File: src/rtl/vga_timing.sv
`default_nettype none
// +----------------------------------------------------------------------------+
// | vga_timing : 640x480@60 raster timing with delayed sync/video_on, a       |
// |              frame_start strobe and a frame-counted blink flag.           |
// | Revision   : 1.0  initial release                                          |
// +----------------------------------------------------------------------------+
module vga_timing #(
  parameter int H_VISIBLE    = 640,
  parameter int H_FRONT      = 16,
  parameter int H_SYNC       = 96,
  parameter int H_BACK       = 48,
  parameter int V_VISIBLE    = 480,
  parameter int V_FRONT      = 10,
  parameter int V_SYNC       = 2,
  parameter int V_BACK       = 33,
  parameter bit SYNC_POL     = 1'b0,
  parameter int PIPE_DELAY   = 2,
  parameter int BLINK_FRAMES = 32
) (
  input  logic       clk,
  input  logic       rst,
  output logic [9:0] counterX,
  output logic [9:0] counterY,
  output logic       hsync,
  output logic       vsync,
  output logic       video_on,
  output logic       frame_start,
  output logic       blink
);

  localparam int H_TOTAL = H_VISIBLE + H_FRONT + H_SYNC + H_BACK;
  localparam int V_TOTAL = V_VISIBLE + V_FRONT + V_SYNC + V_BACK;

  localparam logic [9:0] C_H_LAST   = 10'(H_TOTAL - 1);
  localparam logic [9:0] C_V_LAST   = 10'(V_TOTAL - 1);
  localparam logic [9:0] C_H_VIS    = 10'(H_VISIBLE);
  localparam logic [9:0] C_V_VIS    = 10'(V_VISIBLE);
  localparam logic [9:0] C_HS_START = 10'(H_VISIBLE + H_FRONT);
  localparam logic [9:0] C_HS_END   = 10'(H_VISIBLE + H_FRONT + H_SYNC);
  localparam logic [9:0] C_VS_START = 10'(V_VISIBLE + V_FRONT);
  localparam logic [9:0] C_VS_END   = 10'(V_VISIBLE + V_FRONT + V_SYNC);
  localparam logic [7:0] C_BLINK_LAST = 8'(BLINK_FRAMES - 1);
  // Pipe word layout {hsync, vsync, video_on} at pin level; idle = deasserted.
  localparam logic [2:0] C_PIPE_IDLE = {~SYNC_POL, ~SYNC_POL, 1'b0};

  logic [9:0] x_q, x_d;
  logic [9:0] y_q, y_d;
  logic [7:0] frame_q, frame_d;
  logic       blink_q, blink_d;
  logic       line_end, frame_end;
  logic       hs_raw, vs_raw, vo_raw;
  logic [2:0] raw_lvl;
  logic [2:0] pipe_out;

  always_comb begin
    x_d       = x_q + 10'd1;
    y_d       = y_q;
    frame_d   = frame_q;
    blink_d   = blink_q;
    line_end  = (x_q == C_H_LAST);
    frame_end = line_end && (y_q == C_V_LAST);
    if (line_end) begin
      x_d = '0;
      y_d = (y_q == C_V_LAST) ? 10'd0 : (y_q + 10'd1);
    end
    if (frame_end) begin
      if (frame_q == C_BLINK_LAST) begin
        frame_d = '0;
        blink_d = ~blink_q;
      end else begin
        frame_d = frame_q + 8'd1;
      end
    end
  end

  always_ff @(posedge clk) begin
    if (rst) begin
      x_q     <= '0;
      y_q     <= '0;
      frame_q <= '0;
      blink_q <= 1'b0;
    end else begin
      x_q     <= x_d;
      y_q     <= y_d;
      frame_q <= frame_d;
      blink_q <= blink_d;
    end
  end

  assign hs_raw  = (x_q >= C_HS_START) && (x_q < C_HS_END);
  assign vs_raw  = (y_q >= C_VS_START) && (y_q < C_VS_END);
  assign vo_raw  = (x_q < C_H_VIS) && (y_q < C_V_VIS);
  assign raw_lvl = {~(hs_raw ^ SYNC_POL), ~(vs_raw ^ SYNC_POL), vo_raw};

  // Delay matches the framebuffer's text_ram + glyph_rom read latency.
  if (PIPE_DELAY == 0) begin : g_direct
    assign pipe_out = raw_lvl;
  end else begin : g_pipe
    logic [2:0] pipe_q [PIPE_DELAY];
    always_ff @(posedge clk) begin
      if (rst) begin
        for (int i = 0; i < PIPE_DELAY; i++) pipe_q[i] <= C_PIPE_IDLE;
      end else begin
        pipe_q[0] <= raw_lvl;
        for (int i = 1; i < PIPE_DELAY; i++) pipe_q[i] <= pipe_q[i-1];
      end
    end
    assign pipe_out = pipe_q[PIPE_DELAY-1];
  end

  assign counterX    = x_q;
  assign counterY    = y_q;
  assign hsync       = pipe_out[2];
  assign vsync       = pipe_out[1];
  assign video_on    = pipe_out[0];
  assign frame_start = (x_q == 10'd0) && (y_q == 10'd0) && !rst;
  assign blink       = blink_q;

endmodule
`default_nettype wire

File: config.mk
export PLATFORM = sky130hd
export DESIGN_NAME = vga_timing
export DESIGN_NICKNAME = d
export VERILOG_FILES = /design/src/rtl/vga_timing.sv
export SDC_FILE = /design/constraint.sdc
export NUM_CORES = 1
export LEC_CHECK = 0
export CELL_PAD_IN_SITES_DETAIL_PLACEMENT = 0
export CELL_PAD_IN_SITES_GLOBAL_PLACEMENT = 2
export CORE_MARGIN = 1.5
export CORE_UTILIZATION = 32
export CTS_CLUSTER_SIZE = 30
export DETAILED_ROUTE_END_ITERATION = 8
export GPL_ROUTABILITY_DRIVEN = 0
export PLACE_DENSITY_LB_ADDON = 0.1
export RECOVER_POWER = 100
export SYNTH_ARGS = -nofsm -noshare
export SYNTH_HDL_FRONTEND = slang
export SYNTH_SLANG_ARGS = --single-unit
File: constraint.sdc
create_clock -name clk -period 2.2 [get_ports clk]
set_input_delay 0.22 -clock clk [delete_from_list [all_inputs] [get_ports clk]]
set_output_delay 0.22 -clock clk [all_outputs]
set_load 0.02 [all_outputs]
## Word level (Yosys, flattened, before mapping)

Memory sizes are Yosys's and may differ from the RTL's.
Cells that the tools add are included.

| storage, ports and cells | value |
|---|---|
| register bits after elaboration | 29 |
| bits in latches | 0 |
| memory bits (writable) | 6 |
| bits in read-only memories | 0 |
| bits of input ports | 2 |
| output and inout bits | 25 |
| word-level logic and storage cells | 40 |
| memories | 1 |

Memory list:

| name | depth | bits a word | rd ports | clocked after memory_dff | write ports | RTL line | text |
|---|---|---|---|---|---|---|---|
| g_pipe.pipe_q | 2 | 3 | 2 | 0 | 2 | 99 | `logic [2:0] pipe_q [PIPE_DELAY];` |

| cells by class | value |
|---|---|
| add/subtract/negate cells | 3 |
| $mul | 0 |
| divide/modulo/power cells | 0 |
| $lt $le $gt $ge | 6 |
| equal/unequal tests | 3 |
| shift-type cells | 0 |
| multiplexer cells | 7 |
| bitwise gates (word level) | 5 |
| reduce and logical (&&, ||, !) cells | 11 |

Operator list:

| operator | count |
|---|---|
| 10-bit by 1-bit adder with 10-bit output, second input constant | 2 |
| 10-bit == test, second input constant | 2 |
| 10-bit logical NOT | 2 |
| 10-bit less-than comparator, second input constant | 2 |
| 10-bit by 9-bit less-than comparator with 1-bit output, second input constant | 2 |
| 10-bit greater-or-equal comparator, second input constant | 1 |
| 10-bit by 9-bit greater-or-equal comparator with 1-bit output, second input constant | 1 |
| 10-bit two-way mux | 1 |
| 8-bit by 1-bit adder with 8-bit output, second input constant | 1 |
| 8-bit by 5-bit == test with 1-bit output, second input constant | 1 |
| 8-bit two-way mux | 1 |
| 1-bit logical AND | 6 |
| 3-bit two-way mux | 2 |
| 1-bit two-way mux | 3 |
| 1-bit NOT | 3 |
| 1-bit OR | 2 |
| 2-bit AND reduction | 1 |
| 2-bit OR reduction | 1 |
| 1-bit logical NOT | 1 |

## Longest topological paths before layout

| depth | value |
|---|---|
| depth after elaboration | 4 |
| mapped depth | 8 |
| mapped depth without buffers | 6 |

## Worst setup path after synthesis

OpenSTA, ideal clock, no wires.

| path | value |
|---|---|
| path type | reg-to-reg |
| start | register x_q[0], in the netlist counterX[0] |
| end | register frame_q[7] |
| library setup time | 121 ps |
| arrival | 2071 ps |
| required time | 2079 ps |
| path slack | 8 ps |
| cell stages (with the launch flop) | 7 |
| path buffers | 1 |
| clock period less this slack | 2192 ps |
| cells stage by stage | dfxtp_1 ha_1 nand4_2 or3_4 buf_6 nor4_1 mux2_2 |

| on the way | value |
|---|---|
| longest elaborated chain between the ends | 2 |

RTL lines:

| what | RTL line | text |
|---|---|---|
| start, declared | 46 | `logic [9:0] x_q, x_d;` |
| start signal, assigned | 78 | `x_q <= '0;` |
| start signal, assigned | 83 | `x_q <= x_d;` |
| 10-bit == test | 60 | `line_end = (x_q == C_H_LAST);` |
| 1-bit logical AND | 61 | `frame_end = line_end && (y_q == C_V_LAST);` |
| end signal, assigned | 85 | `frame_q <= frame_d;` |
| end, declared | 48 | `logic [7:0] frame_q, frame_d;` |

No other way between the ends.
A chain may end at the register's enable or synchronous reset.

## Final worst setup path

| path | value |
|---|---|
| start | register x_q[0], in the netlist counterX[0] |
| end | register blink_q, in the netlist blink |

| on the way | value |
|---|---|
| longest elaborated chain between the ends | 3 |

RTL lines:

| what | RTL line | text |
|---|---|---|
| 10-bit == test | 60 |  |
| 1-bit logical AND | 61 |  |
| 2-bit AND reduction (no line) | n/a |  |
| end signal, assigned | 86 | `blink_q <= blink_d;` |
| end, declared | 49 | `logic blink_q, blink_d;` |

No other way between the ends.

==> metrics.yaml <==
run_status:
  outcome: "finished clean"
global_route:
  met1_usage: 0.2254
  grt_max_degree: 27
  gr-usage-met2: 0.2473
  antenna_found_initial: 0
  grt.total_usage: 0.1633
  grt_busiest_layer: "met2"
  overflow: 0
  grt_pass1_wl_mm: 7.541
  met3_usage: 0.03713
  grt_pass1_vias: 1502
clock_network:
  cts.sinks: 35
  clk_pin_slew_ps: 80
  clock_path_buffers: 2
  tritoncts: "done"
  h-tree-depth: 2
  clk-insertion-delay-late_ps: 290
  cts_made_buffers: 5
  cts-root-buf: "clkbuf_8"
timing:
  finalHoldViolations: 0
  min_period_ps: 2054
  post-route-period-util: 0.9339
  tightest_slew_ps: 1169
  setup_violations: 0
  final.setup.worst_slack_ps: 145.5
  slew_headroom: 0.2210
  whs_ps: 411.4
  max_freq_mhz: 486.7
  rsz0062_at_grt: "no"
  tns_ps: 0
  fin_skew_ps: 9.956
  drv_slew: 0
cells_and_area:
  fin_util: 0.4440
  final_common_cell: "dfxtp_1"
  antenna_cells: 0
  layout.nets: 252
  layout_common_cells: "35 x dfxtp_1, 25 x dlygate4sd3_1, 21 x buf_4"
  area_delta_synth_final_pct: 32.75
  layout-drive-gt1-share: 0.1639
worst_setup_path:
  cp-end-kind: "register"
  cp-start-kind: "register"
  reg2reg_from: "counterX[0]"
  reg2reg_to: "blink"
  cp_max_fo: 8
  critical_path.top_delay_family: "simple AND/OR/NAND/NOR gates"
  critPathKind: "reg2reg"
  cp_slowest_stage_delay_ps: 470
  rrSetupSlack_ps: 150
  slowest_stage: "or3_4"
  worstPathRequired_ps: 2330
  cp.depth: 7
  crit_arrival_ps: 2180
  worstPathCellList: "ha_1 -> nand4_4 -> or3_4 -> clkbuf_4 -> clkbuf_2 -> o31ai_1 -> a21oi_1"
  reg2reg_depth: 7
  path_buf_inv: 2
synthesis:
  synthFlopType: "dfxtp_1"
  synth.area.top_cells: "dfxtp_1 41%, ha_1 4.4%, xnor2_1 4.1%"
  synthCells: 197
  syn_avg_cell_area_um2: 8.727
  synth_xor_area_frac: 0.06623
  synth_top_area_frac: 0.4076
  synthesis.nets: 205
  yosysWarnings: 0
  yosys.area_share.simple: 0.3130
  synth-compound-area-share: 0.09389
  ys_async_sr_fraction: 0
  yosysTopAreaCell: "dfxtp_1"
  yosys.cell_types.count: 43
  synth_top_family_by_area: "simple AND/OR/NAND/NOR gates"
  ys_ff_latch: 35
  netlist_area_um2: 1719
  synth-edff-count: 0
  synth_seq_area_share: 0.4076
  synth.area.mux_share: 0.01310
  synth_fa_ha_area_frac: 0.04367
detailed_routing:
  vias_per_cell: 4.990
  drtIter0Drc: 67
  wl_per_cell_um: 14.40
  dr.pass1.iters: 4
  vias: 1567
  ant_nets: 0
  drcViolationCount: 0
  drt_wl_total_mm: 4.522
power:
  peakVddDrop_v: 0.0002414
  p_per_area_nw_per_um2: 518.3
  leakage_nw: 0.8867
run:
  maxCapViolations: 0
die:
  ios: 27
  die-area_um2: 5821
  initial_core_util: 0.3345
  core_um2: 5140
  num_rows: 26
  fp.dieH_um: 76.30
  die_w_um: 76.30
place:
  pre_cts_ws_ps: 106.6
  dp_hpwl_mm: 3.269
  io_buffer_count: 26
min_path:
  hold_class: "reg2reg"
  hold_depth: 1
  hp-start: "g_pipe.pipe_q[0][1]"
  holdPathEnd: "g_pipe.pipe_q[0][4]"
-- report_power, final --
group | internal [mW] | total (mW) | switching (mW)
combinational | 0.0235 | 0.0592 | 0.0356
clock | 0.246 | 0.477 | 0.232
sequential | 0.640 | 0.646 | 0.00654
-- layout make-up --
type	instances	area, um2
well taps	70	87.58
flip-flops and latches	35	700.7
inverters	10	37.54
clock inverters	1	5.005
fillers	552	2858
clock buffers	6	82.58
multi-input cells	140	927.1
repair buffers	52	441.7
-- routing by layer --
layer / vias up / wire (um)
li1: 795 / -
met1: 738 / 2285
met2: 26 / 2048
met3: 8 / 117
met4: 0 / 70
met5: - / 0
-- cells by family (layout without fill, tap and decap cells) --
family,after synthesis,in the layout
simple gates,93,93
fa+ha+maj,6,6
xor+xnor,13,13
buf+inv,22,69
flops,35,35
mux,2,2
compound gates,26,26
-- how the worst max path moves through the flow --
stage / from / endpoint
4_1_cts: counterX[0] / frame_q[7]
3_5_place_dp: counterX[0] / frame_q[7]
3_3_place_gp: rst / frame_start
5_1_grt: counterY[0] / frame_start
2_1_floorplan: counterX[0] / frame_q[7]
6_report: counterX[0] / blink
-- metrics by stage --
step | power [mW] | cell area (um2) | instances
3_3_place_gp | 0.7230 | 2177 | 305
2_1_floorplan | 0.6950 | 1719 | 197
6_report | 1.183 | 2282 | 314
4_1_cts | 1.200 | 2263 | 312
5_1_grt | 1.232 | 2282 | 314
3_5_place_dp | 0.7252 | 2177 | 305
-- Yosys cell counts (5+ instances only) --
cell type	count
a21oi_1	10
clkbuf_1	5
dfxtp_1	35
ha_1	6
inv_1	10
nand2_1	9
nand3_1	13
nand4_1	6
nor2_1	18
nor2b_1	6
nor4_1	8
o21ai_0	5
or4_1	6
xnor2_1	8
xor2_1	5
-- timing repair --
item	CTS	global route
setup buffers	0	2
hold buffers	0	0
endpoints found under the setup margin	1	3
pin swaps	0	1
resized for setup	1	2
-- sequential cells by signal, indices dropped and copies added, names as in the netlist --
register       cells
blink              1
counterX          10
counterY          10
frame_q            8
g_pipe.pipe_q      6
Power figures use the tool's default switching activity.
